<file path="src/rtl/multicycle_cla_adder_pkg.sv">
// Shared types and sizing helpers for the multicycle carry-lookahead adder.
package multicycle_cla_adder_pkg;

  typedef enum logic [1:0] {
    IDLE = 2'd0,
    RUN  = 2'd1,
    DONE = 2'd2
  } state_t;

  function automatic int nslice(input int width, input int slice);
    return width / slice;
  endfunction

  // A single-slice configuration still needs a one-bit counter.
  function automatic int cnt_width(input int n);
    return (n > 1) ? $clog2(n) : 1;
  endfunction

endpackage

</file>
<file path="src/rtl/multicycle_cla_adder_if.sv">
// Operand/result handshake bundle between the source, the adder and the consumer.
interface multicycle_cla_adder_if #(
  parameter int WIDTH = 32
);
  logic             in_valid;
  logic             in_ready;
  logic [WIDTH-1:0] a;
  logic [WIDTH-1:0] b;
  logic             cin;
  logic             out_valid;
  logic             out_ready;
  logic [WIDTH-1:0] sum;
  logic             cout;
  logic             ovf;

  modport master (
    output in_valid, a, b, cin, out_ready,
    input  in_ready, out_valid, sum, cout, ovf
  );

  modport slave (
    input  in_valid, a, b, cin, out_ready,
    output in_ready, out_valid, sum, cout, ovf
  );
endinterface

</file>
<file path="src/rtl/multicycle_cla_adder_cla.sv">
// N-bit carry-lookahead adder; each carry is a flat generate/propagate sum of products.
module CarryLookAhead_Adder #(
  parameter int N = 4
) (
  input  logic [N-1:0] a,
  input  logic [N-1:0] b,
  input  logic         cin,
  output logic [N-1:0] sum,
  output logic         cout
);
  logic [N-1:0] g_s;
  logic [N-1:0] p_s;
  logic [N:0]   c_s;
  logic         acc_s;
  logic         prop_s;

  assign g_s = a & b;
  assign p_s = a ^ b;

  // c[i+1] = g[i] | p[i]g[i-1] | ... | p[i]..p[0]cin, built without chaining c[i]
  always_comb begin
    c_s    = {(N+1){1'b0}};
    acc_s  = 1'b0;
    prop_s = 1'b0;
    c_s[0] = cin;
    for (int i = 0; i < N; i++) begin
      acc_s  = g_s[i];
      prop_s = p_s[i];
      for (int j = i - 1; j >= 0; j--) begin
        acc_s  = acc_s | (prop_s & g_s[j]);
        prop_s = prop_s & p_s[j];
      end
      c_s[i+1] = acc_s | (prop_s & cin);
    end
  end

  assign sum  = p_s ^ c_s[N-1:0];
  assign cout = c_s[N];
endmodule

</file>
<file path="src/rtl/multicycle_cla_adder.sv">
// Wide adder that pushes SLICE bits per cycle through one lookahead slice, carrying between cycles.
module multicycle_cla_adder
  import multicycle_cla_adder_pkg::*;
#(
  parameter int WIDTH = 32,
  parameter int SLICE = 4
) (
  input  logic                  clk,
  input  logic                  rst_n,
  multicycle_cla_adder_if.slave bus
);
  localparam int NSL = nslice(WIDTH, SLICE);
  localparam int CW  = cnt_width(NSL);
  localparam logic [CW-1:0] LAST_CNT = CW'(NSL - 1);

  if ((WIDTH % SLICE) != 0) begin : g_width_check
    $error("WIDTH must be an integer multiple of SLICE");
  end

  state_t                 state_r;
  logic [WIDTH-1:0]       a_r;
  logic [WIDTH-1:0]       b_r;
  logic [WIDTH-1:0]       sum_r;
  logic                   carry_r;
  logic                   a_msb_r;
  logic                   b_msb_r;
  logic [CW-1:0]          cnt_r;
  logic                   cout_r;
  logic                   ovf_r;
  logic                   out_valid_r;
  logic [SLICE-1:0]       slice_sum_s;
  logic                   slice_cout_s;
  logic [WIDTH+SLICE-1:0] sum_shift_s;

  CarryLookAhead_Adder #(.N(SLICE)) u_slice (
    .a    (a_r[SLICE-1:0]),
    .b    (b_r[SLICE-1:0]),
    .cin  (carry_r),
    .sum  (slice_sum_s),
    .cout (slice_cout_s)
  );

  // New slice enters at the top; after NSL cycles the first slice sits at bit 0.
  assign sum_shift_s = {slice_sum_s, sum_r} >> SLICE;

  // Sequencer: accept operands, step one slice per cycle, hold the result until taken.
  always_ff @(posedge clk) begin
    if (!rst_n) begin
      state_r     <= IDLE;
      a_r         <= {WIDTH{1'b0}};
      b_r         <= {WIDTH{1'b0}};
      sum_r       <= {WIDTH{1'b0}};
      carry_r     <= 1'b0;
      a_msb_r     <= 1'b0;
      b_msb_r     <= 1'b0;
      cnt_r       <= {CW{1'b0}};
      cout_r      <= 1'b0;
      ovf_r       <= 1'b0;
      out_valid_r <= 1'b0;
    end else begin
      case (state_r)
        IDLE: begin
          if (bus.in_valid) begin
            a_r     <= bus.a;
            b_r     <= bus.b;
            carry_r <= bus.cin;
            a_msb_r <= bus.a[WIDTH-1];
            b_msb_r <= bus.b[WIDTH-1];
            cnt_r   <= {CW{1'b0}};
            state_r <= RUN;
          end else begin
            state_r <= IDLE;
          end
        end
        RUN: begin
          a_r     <= a_r >> SLICE;
          b_r     <= b_r >> SLICE;
          sum_r   <= sum_shift_s[WIDTH-1:0];
          carry_r <= slice_cout_s;
          cnt_r   <= cnt_r + CW'(1);
          if (cnt_r == LAST_CNT) begin
            // The slice just added holds the result MSB.
            cout_r      <= slice_cout_s;
            ovf_r       <= (a_msb_r == b_msb_r) && (slice_sum_s[SLICE-1] != a_msb_r);
            out_valid_r <= 1'b1;
            state_r     <= DONE;
          end else begin
            state_r <= RUN;
          end
        end
        DONE: begin
          if (bus.out_ready) begin
            out_valid_r <= 1'b0;
            state_r     <= IDLE;
          end else begin
            state_r <= DONE;
          end
        end
        default: begin
          out_valid_r <= 1'b0;
          state_r     <= IDLE;
        end
      endcase
    end
  end

  assign bus.in_ready  = (state_r == IDLE) && rst_n;
  assign bus.out_valid = out_valid_r;
  assign bus.sum       = sum_r;
  assign bus.cout      = cout_r;
  assign bus.ovf       = ovf_r;
endmodule

</file>
<file path="src/flat_wrapper.sv">
// flat-port wrapper written by rule: the top's interface ports become plain ports
module multicycle_cla_adder_flat import multicycle_cla_adder_pkg::*;
#(
  parameter int WIDTH = 32,
  parameter int SLICE = 4
)
  (clk, rst_n, bus_in_valid, bus_a, bus_b, bus_cin, bus_out_ready, bus_in_ready, bus_out_valid, bus_sum, bus_cout, bus_ovf);
  multicycle_cla_adder_if #(.WIDTH(WIDTH)) bus_i ();
  input  logic clk;
  input  logic rst_n;
  input wire logic [$bits(bus_i.in_valid)-1:0] bus_in_valid;
  input wire logic [$bits(bus_i.a)-1:0] bus_a;
  input wire logic [$bits(bus_i.b)-1:0] bus_b;
  input wire logic [$bits(bus_i.cin)-1:0] bus_cin;
  input wire logic [$bits(bus_i.out_ready)-1:0] bus_out_ready;
  output wire logic [$bits(bus_i.in_ready)-1:0] bus_in_ready;
  output wire logic [$bits(bus_i.out_valid)-1:0] bus_out_valid;
  output wire logic [$bits(bus_i.sum)-1:0] bus_sum;
  output wire logic [$bits(bus_i.cout)-1:0] bus_cout;
  output wire logic [$bits(bus_i.ovf)-1:0] bus_ovf;
  assign bus_i.in_valid = bus_in_valid;
  assign bus_i.a = bus_a;
  assign bus_i.b = bus_b;
  assign bus_i.cin = bus_cin;
  assign bus_i.out_ready = bus_out_ready;
  assign bus_in_ready = bus_i.in_ready;
  assign bus_out_valid = bus_i.out_valid;
  assign bus_sum = bus_i.sum;
  assign bus_cout = bus_i.cout;
  assign bus_ovf = bus_i.ovf;
  multicycle_cla_adder #(.WIDTH(WIDTH), .SLICE(SLICE)) u_core (.clk(clk), .rst_n(rst_n), .bus(bus_i));
endmodule
</file>
<file path="config.mk">
export PLATFORM = sky130hd
export DESIGN_NAME = multicycle_cla_adder_flat
export DESIGN_NICKNAME = d
export VERILOG_FILES = /design/src/rtl/multicycle_cla_adder_pkg.sv /design/src/rtl/multicycle_cla_adder_if.sv /design/src/rtl/multicycle_cla_adder_cla.sv /design/src/rtl/multicycle_cla_adder.sv /design/src/flat_wrapper.sv
export SDC_FILE = /design/constraint.sdc
export NUM_CORES = 1
export LEC_CHECK = 0
export ABC_AREA = 1
export CAP_MARGIN = 5
export CORE_UTILIZATION = 53
export CTS_BUF_LIST = sky130_fd_sc_hd__clkbuf_8
export DETAILED_ROUTE_END_ITERATION = 12
export PLACE_DENSITY_LB_ADDON = 0.05
export SETUP_SLACK_MARGIN = 0.5
export SLEW_MARGIN = 20
export SYNTH_ARGS = -nofsm -noshare
export SYNTH_HDL_FRONTEND = slang
export SYNTH_HIERARCHICAL = 1
export SYNTH_SLANG_ARGS = --single-unit
export TNS_END_PERCENT = 30
</file>
<file path="constraint.sdc">
create_clock -name clk -period 1.8 [get_ports clk]
set_clock_uncertainty 0.05 [all_clocks]
set_input_delay 0.27 -clock clk [delete_from_list [all_inputs] [get_ports clk]]
set_output_delay 0.27 -clock clk [all_outputs]
set_load 0.01 [all_outputs]
</file>
==> summary.txt, run 1 <==
Critical path
  • Crit. End Element: flop
  • Reg2Reg Depth: 12
  • CP Class: flop to flop
  • Worst-path maximum fanout: 3
  • Flop-to-flop setup slack: 0.16 ns
  • Worst path required time: 2.03 ns
  • Worst Path Arrival: 1.87 ns
  • Crit start category: flop

Yosys
  • Post-synth EDFFs: 0
  • Area contributors post-synth: dfxtp_1 (42%), nand2_1 (19%), nor2_1 (14%)
  • Ys flop type: dfxtp_1
  • Yosys warnings: 6
  • Yosys reg bits: 107
  • Net count after synthesis: between 800 and 900
  • Synth area leader: dfxtp_1
  • Share of the synthesized area in the top cell type: 0.420
  • Library cells used by synthesis: 21
  • Async SR Flop Fraction: 0
  • Syn_area_per_cell: roughly 6.3 µm²
  • Synth Instances: 814
  • Synthesized area: 0.00510 mm²
  • Sequential area share after synthesis: 0.420

Routing
  • DRC viols: 0
  • Post-DR wirelength/cell: ~15 µm
  • DRT Wirelength: between 15000 and 20000 µm
  • TritonRoute pass-1 iters: 5
  • Vias: 5656
  • Number of vias per cell: 5.29
  • DRT iter0 DRCs: 406
  • Antenna Nets Post-Route: 0

Die
  • IO Pins: 105
  • Die height: 100 µm
  • Total core area: 0.00928 mm²
  • Starting Density: 0.550
  • Row cnt: 35
  • Die ar.: 0.0100 mm²
  • Die X: 100 µm

GRT
  • Initial antenna violation count: 0
  • Largest net degree at the start of global routing: 93
  • GRT Overall Usage: 0.245
  • First-pass GRT wire length: 20100 µm
  • Number of global-route vias before repair: 4652
  • Global route total overflow: 0

Place
  • Final GP Congestion: 0.829
  • IO Port Bufs: approximately 100
  • DP Wirelength: 7820 µm
  • Post-place setup slack: 0.171 ns
  • Cells after DPL: 1011

Clock tree
  • Total CTS buffers: 9
  • H-tree levels: 3
  • Root Buffer: clkbuf_8
  • Cts hold-fix bufs: 0
  • Worst-Skew Late Latency: 0.38 ns
  • CTS tree: built
  • Clock-pin slew on the worst setup and hold paths: 0.12 ns
  • Sink Count: 107
  • Clk buf depth: 2

Worst hold path
  • Worst hold path type: primary input to flop
  • WHS Path Cells: 4

STA
  • Slew margin rel.: 0.409
  • Final TNS setup: 0 ns
  • Slew Viols, Final: 0
  • Final Hold Fails: 0
  • Worst slew pin tran: 0.886 ns
  • Period utilization: 0.911
  • Final Critical Period: 1.64 ns
  • Setup violators final: 0
  • F_max: 610 MHz
  • RSZ-0062 raised after global routing: true
  • Fin worst setup slack: 0.160 ns
  • Min Hold Slack: 0.347 ns

Job
  • Max-cap violations: 0

Run status
  • Run status: finished, final reports clean

Power
  • Peak supply drop: 0.455 mV
  • Pwr dens: ~800 mW/mm²
  • LEAKAGE: 3.48 nW

Cells and area
  • Non-filler cells, final: 1070
  • Area growth syn-to-layout: 45.3%
  • Share of cells above drive strength 1: 0.188
  • Antenna diodes: 0
  • Final net count: 1012
==> what timing repair did <==
action | CTS | global route
buffers inserted | 5 | 17
gates cloned | 0 | 21
gates resized for setup | 121 | 84
setup endpoints to repair | 115 | 142
pin swaps | 7 | 44
endpoints found under the hold margin | 0 | 0
==> flip-flops by register name, summed over array words and instances (netlist names) <==
signal / flops
u_core/b_r: 32
u_core/bus.cout: 1
u_core/a_r: 32
u_core/bus.ovf: 1
u_core/b_msb_r: 1
u_core/bus.sum: 32
u_core/state_r: 2
u_core/a_msb_r: 1
u_core/cnt_r: 3
u_core/bus.out_valid: 1
u_core/carry_r: 1
==> per-stage QoR <==
step	power (mW)	utilization	instance area [µm²]
6_report	5.84	0.799	7410
5_1_grt	6.11	0.799	7410
4_1_cts	5.43	0.708	6580
3_5_place_dp	3.92	0.675	6260
3_3_place_gp	3.88	0.675	6260
2_1_floorplan	3.46	-	5130
==> worst paths after layout <==
check                               startpoint        endpoint
worst max-delay path             u_core/b_r[0]  u_core/bus.ovf
worst min-delay path                     rst_n  u_core/a_r[28]
worst max register to register   u_core/b_r[0]  u_core/bus.ovf
worst min register to register  u_core/a_r[29]  u_core/a_r[29]
==> worst max-delay path, cell delays in order, from the launching register on <==
cell     delay, ns
dfxtp_1       0.42
ha_1          0.27
nand2_4       0.09
nand2_2       0.08
nand2_2       0.08
nand2_1       0.07
nand2_1       0.06
nand2_2       0.11
inv_2         0.04
nand3_1       0.06
nand2_1       0.05
nor2_1        0.11
nor2_1        0.05
==> per-layer routing <==
| layer | part of all wire | GRT usage | wire length, µm | vias up |
|---|---|---|---|---|
| li1 | - | - | - | 2725 |
| met1 | 0.42 | 0.311 | 6810 | 2640 |
| met2 | 0.49 | 0.436 | 7890 | 264 |
| met3 | 0.071 | 0.0292 | 1140 | 27 |
| met4 | 0.016 | 0.0747 | 251 | 0 |
| met5 | 0 | 0 | 0 | - |
==> cells in the mapped netlist, types with 3 or more instances <==
cell type,n
o21ai_0,34
buf_2,20
nand3_1,73
buf_4,8
clkbuf_1,19
nor2_1,184
a21oi_1,17
dfxtp_1,107
buf_1,3
ha_1,6
nand2_1,258
inv_1,73
==> cell type report <==
cell class / count / area (µm²)
Timing Repair Buffer: 161 / 1900
Inverter: 74 / 280
Fill cell: 655 / 1870
Sequential cell: 107 / 2190
Clock inverter: 7 / 88.8
Clock buffer: 9 / 124
Multi-Input combinational cell: 583 / 2670
Tap cell: 129 / 161
==> cell families (layout without fill, tap and decap cells) <==
kind of cell               count (synthesis)  count (layout)  share of synthesized area
xor gates and xnor gates                   1               1                    0.00172
buffers and inverters                    124             251                      0.102
DFF                                      107             107                      0.420
AOI/OAI and AO/OA                         52              52                     0.0517
adders and majority gates                  7               7                     0.0186
and+or+nand+nor                          523             523                      0.406
==> placed cells by master, fill, tap and decap left out, types with 8 or more instances in the layout <==
cell type	synthesis	layout
dfxtp_1	107	78
clkbuf_16	0	14
o21ai_0	34	34
nor2_1	184	173
nand2_2	2	22
nor2_4	0	8
dfxtp_2	0	26
clkbuf_8	0	9
inv_1	73	71
buf_12	0	9
clkdlybuf4s15_1	0	14
a21oi_1	17	15
clkdlybuf4s50_1	0	67
buf_4	8	22
nand2_1	258	231
nand3_1	73	70
clkdlybuf4s15_2	0	19
==> report_power, final <==
part           switching [mW]  total [mW]  internal (mW)
combinational           0.815        1.58          0.770
clock                   0.971        1.54          0.569
sequential              0.137        2.72           2.58
total                    1.92        5.84           3.92
Power figures use the tool's default switching activity.
==> run 2: changes to the inputs <==
Settings changed: SKIP_CTS_REPAIR_TIMING set to 1.
==> run 2 against run 1 <==
Compared with the run above:
- cell count fell by 2.4%
- setup slack improved by 0.10 ns
- combinational power is 16% lower
- fmax is 6.8% higher
- sequential share of layout area increased by 1.8 points
- clock power about the same
- register-to-register slack better by 0.10 ns
- global-route usage is 0.16 points lower
- clock-buffer cell count stayed put
- hold slack worse by 0.0096 ns
- critical path type unchanged
- largest power group unchanged
==> summary.txt, run 2 (same netlist as run 1, synthesis figures left out) <==
Place
  • Final GP Congestion: 0.829 (unchanged)
  • Cells after DPL: 1011 (unchanged)
  • DP Wirelength: 7820 µm (unchanged)
  • IO Port Bufs: 104 (unchanged)
  • Post-place instance area: 0.00626 mm² (unchanged)

Power
  • Pwr dens: 802 mW/mm² (+1.9%)
  • LEAKAGE: 3.75 nW (+7.6%)
  • Peak supply drop: 0.462 mV (+1.6%)

Critical path
  • Worst path required time: 2.07 ns (+0.04 ns)
  • Slowest Stage Delay on Critical Path: 0.36 ns (-0.06 ns)
  • CP Launch Point: u_core/a_r[2]
  • Worst r2r src: u_core/a_r[2]
  • Worst-path maximum fanout: 5 (+2)
  • Worst Path Arrival: 1.80 ns (-0.07 ns)
  • Flop-to-flop setup slack: 0.27 ns (+0.10 ns)
  • CP max-delay cell: dfxtp_2
  • Crit. End Element: flop
  • Crit start category: flop
  • Most frequent CP cell: nand2_1
  • Critical path, cell by cell: ha_4 -> or2_0 -> nand2_1 -> nand2_1 -> nand2_1 -> nand2_2 -> inv_2 -> nand3_2 -> nand2_1 -> nor2_1 -> nor2_1
  • CP Class: flop to flop

Clock tree
  • Total CTS buffers: 9 (unchanged)
  • Clock-pin slew on the worst setup and hold paths: 0.12 ns (about the same)
  • CTS tree: built
  • Root Buffer: clkbuf_8
  • Worst-Skew Late Latency: 0.38 ns (about the same)
  • Sink Count: 107 (unchanged)
  • H-tree levels: 3 (unchanged)
  • Clk buf depth: 2 (unchanged)

Routing
  • DRC viols: 0 (unchanged)
  • Vias: 5227 (-7.6%)
  • Post-DR wirelength/cell: 13.1 µm (-13%)
  • DRT Wirelength: 13700 µm (-15%)
  • Antenna Nets Post-Route: 0 (unchanged)
  • Number of vias per cell: 5.01 (-5.3%)
  • TritonRoute pass-1 iters: 5 (unchanged)
  • DRT iter0 DRCs: 260 (-36%)

Cells and area
  • Most frequent cells in the layout: nand2_1 (254), nor2_1 (182), dfxtp_1 (90), inv_1 (72), nand3_1 (70)
  • Commonest non-fill, non-tap cell in the layout: nand2_1
  • Fillers: 764 (+17%)
  • Area growth syn-to-layout: 35.7%
  • Post-route cell area: 0.00693 mm² (-6.5%)
  • Antenna diodes: 0 (unchanged)
  • Share of cells above drive strength 1: 0.0929 (-0.0952)
  • Final net count: 986 (-2.6%)
  • Non-filler cells, final: 1044 (-2.4%)

STA
  • RSZ-0062 raised after global routing: true
  • F_max: 652 MHz (+6.8%)
  • Slew Viols, Final: 0 (unchanged)
  • Slew margin rel.: 0.414 (+0.00472)
  • Worst slew pin tran: 0.879 ns (-0.00708 ns)
  • Setup violators final: 0 (unchanged)
  • Period utilization: 0.853 (-0.0583)
  • Final Critical Period: 1.53 ns (-0.105 ns)
  • Final Hold Fails: 0 (unchanged)

GRT
  • Largest net degree at the start of global routing: 93 (unchanged)
  • Global route total overflow: 0 (unchanged)
  • GRT Overall Usage: 0.244 (-0.00164)
  • Initial antenna violation count: 0 (unchanged)
  • First-pass GRT wire length: 20000 µm (-0.72%)
  • Number of global-route vias before repair: 4610 (-0.90%)

Die
  • Starting Density: 0.550 (unchanged)
  • Die ar.: 0.0100 mm² (unchanged)
  • Die X: 100 µm (unchanged)
  • Row cnt: 35 (unchanged)
  • Total core area: 0.00928 mm² (unchanged)
  • IO Pins: 105 (unchanged)
  • Die height: 100 µm (unchanged)

Worst hold path
  • Worst hold path type: primary input to flop
  • Hold path startpoint: rst_n

Run status
  • Run status: finished, final reports clean

Job
  • Max-cap violations: 0 (unchanged)
-- run 2: cell types whose count changed in the layout (fill, tap and decap cells not counted), moves of 3 or more --
cell	change
dlymetal6s2s_1	+35
nand2_1	+23
clkdlybuf4s15_2	-19
nand2_2	-17
clkdlybuf4s15_1	-14
dfxtp_1	+12
buf_4	-11
dfxtp_2	-10
nor2_1	+9
nor2_4	-8
clkbuf_16	-7
nand2_4	-6
buf_8	-4
buf_6	-3
-- run 2: routing by layer --
metal	track usage	vias up	routed length, µm
met3	0.0286	17	888
met2	0.440	164	6660
met1	0.307	2378	5970
met5	0	-	0
li1	-	2668	-
met4	0.0658	0	162
-- run 2: final timing paths --
path,to,cells past startpoint
max,u_core/bus.ovf,11
min,u_core/b_r[29],4
max reg2reg,u_core/bus.ovf,11
min reg2reg,u_core/a_r[29],2
-- run 2: critical path: cells and delay by family, from the launching register on --
kind / cells / cell delay, ns
DFF: 1 / 0.36
buffers and inverters: 1 / 0.06
adders and majority gates: 1 / 0.25
and+or+nand+nor: 9 / 0.74
-- run 2: layout make-up --
cell class | instances | area (µm²) | area share
sequential | 107 | 2170 | 0.313
timing repair buffer | 135 | 1600 | 0.230
multi-input combinational | 583 | 2510 | 0.363
clock inverter | 7 | 88.8 | 0.0128
clock buffer | 9 | 124 | 0.0179
inverter | 74 | 278 | 0.0401
tap | 129 | 161 | 0.0233
-- run 2: where the power goes --
| group | internal [mW] | switching [mW] |
|---|---|---|
| combinational | 0.639 | 0.693 |
| sequential | 2.58 | 0.128 |
| clock | 0.568 | 0.955 |
| total | 3.78 | 1.78 |
-- run 2: stage by stage --
stage | power, mW | utilization | TNS, ns | worst slack [ns] | hold WS (ns)
after floorplan | 3.46 | - | 0 | 0.405 | 0.385
after global placement | 3.88 | 0.675 | 0 | 0.211 | 0.400
after detailed placement | 3.92 | 0.675 | 0 | 0.171 | 0.406
after CTS | 5.42 | 0.697 | -0.117 | -0.117 | 0.314
after global routing | 5.86 | 0.746 | 0 | 0.175 | 0.366
final | 5.56 | 0.746 | 0 | 0.265 | 0.337
==> run 3: changes to the inputs <==
Settings changed: GPL_ROUTABILITY_DRIVEN set to 0.
==> results of run 3 <==
No change in the layout: final DEF, timing and power equal those of run 2.
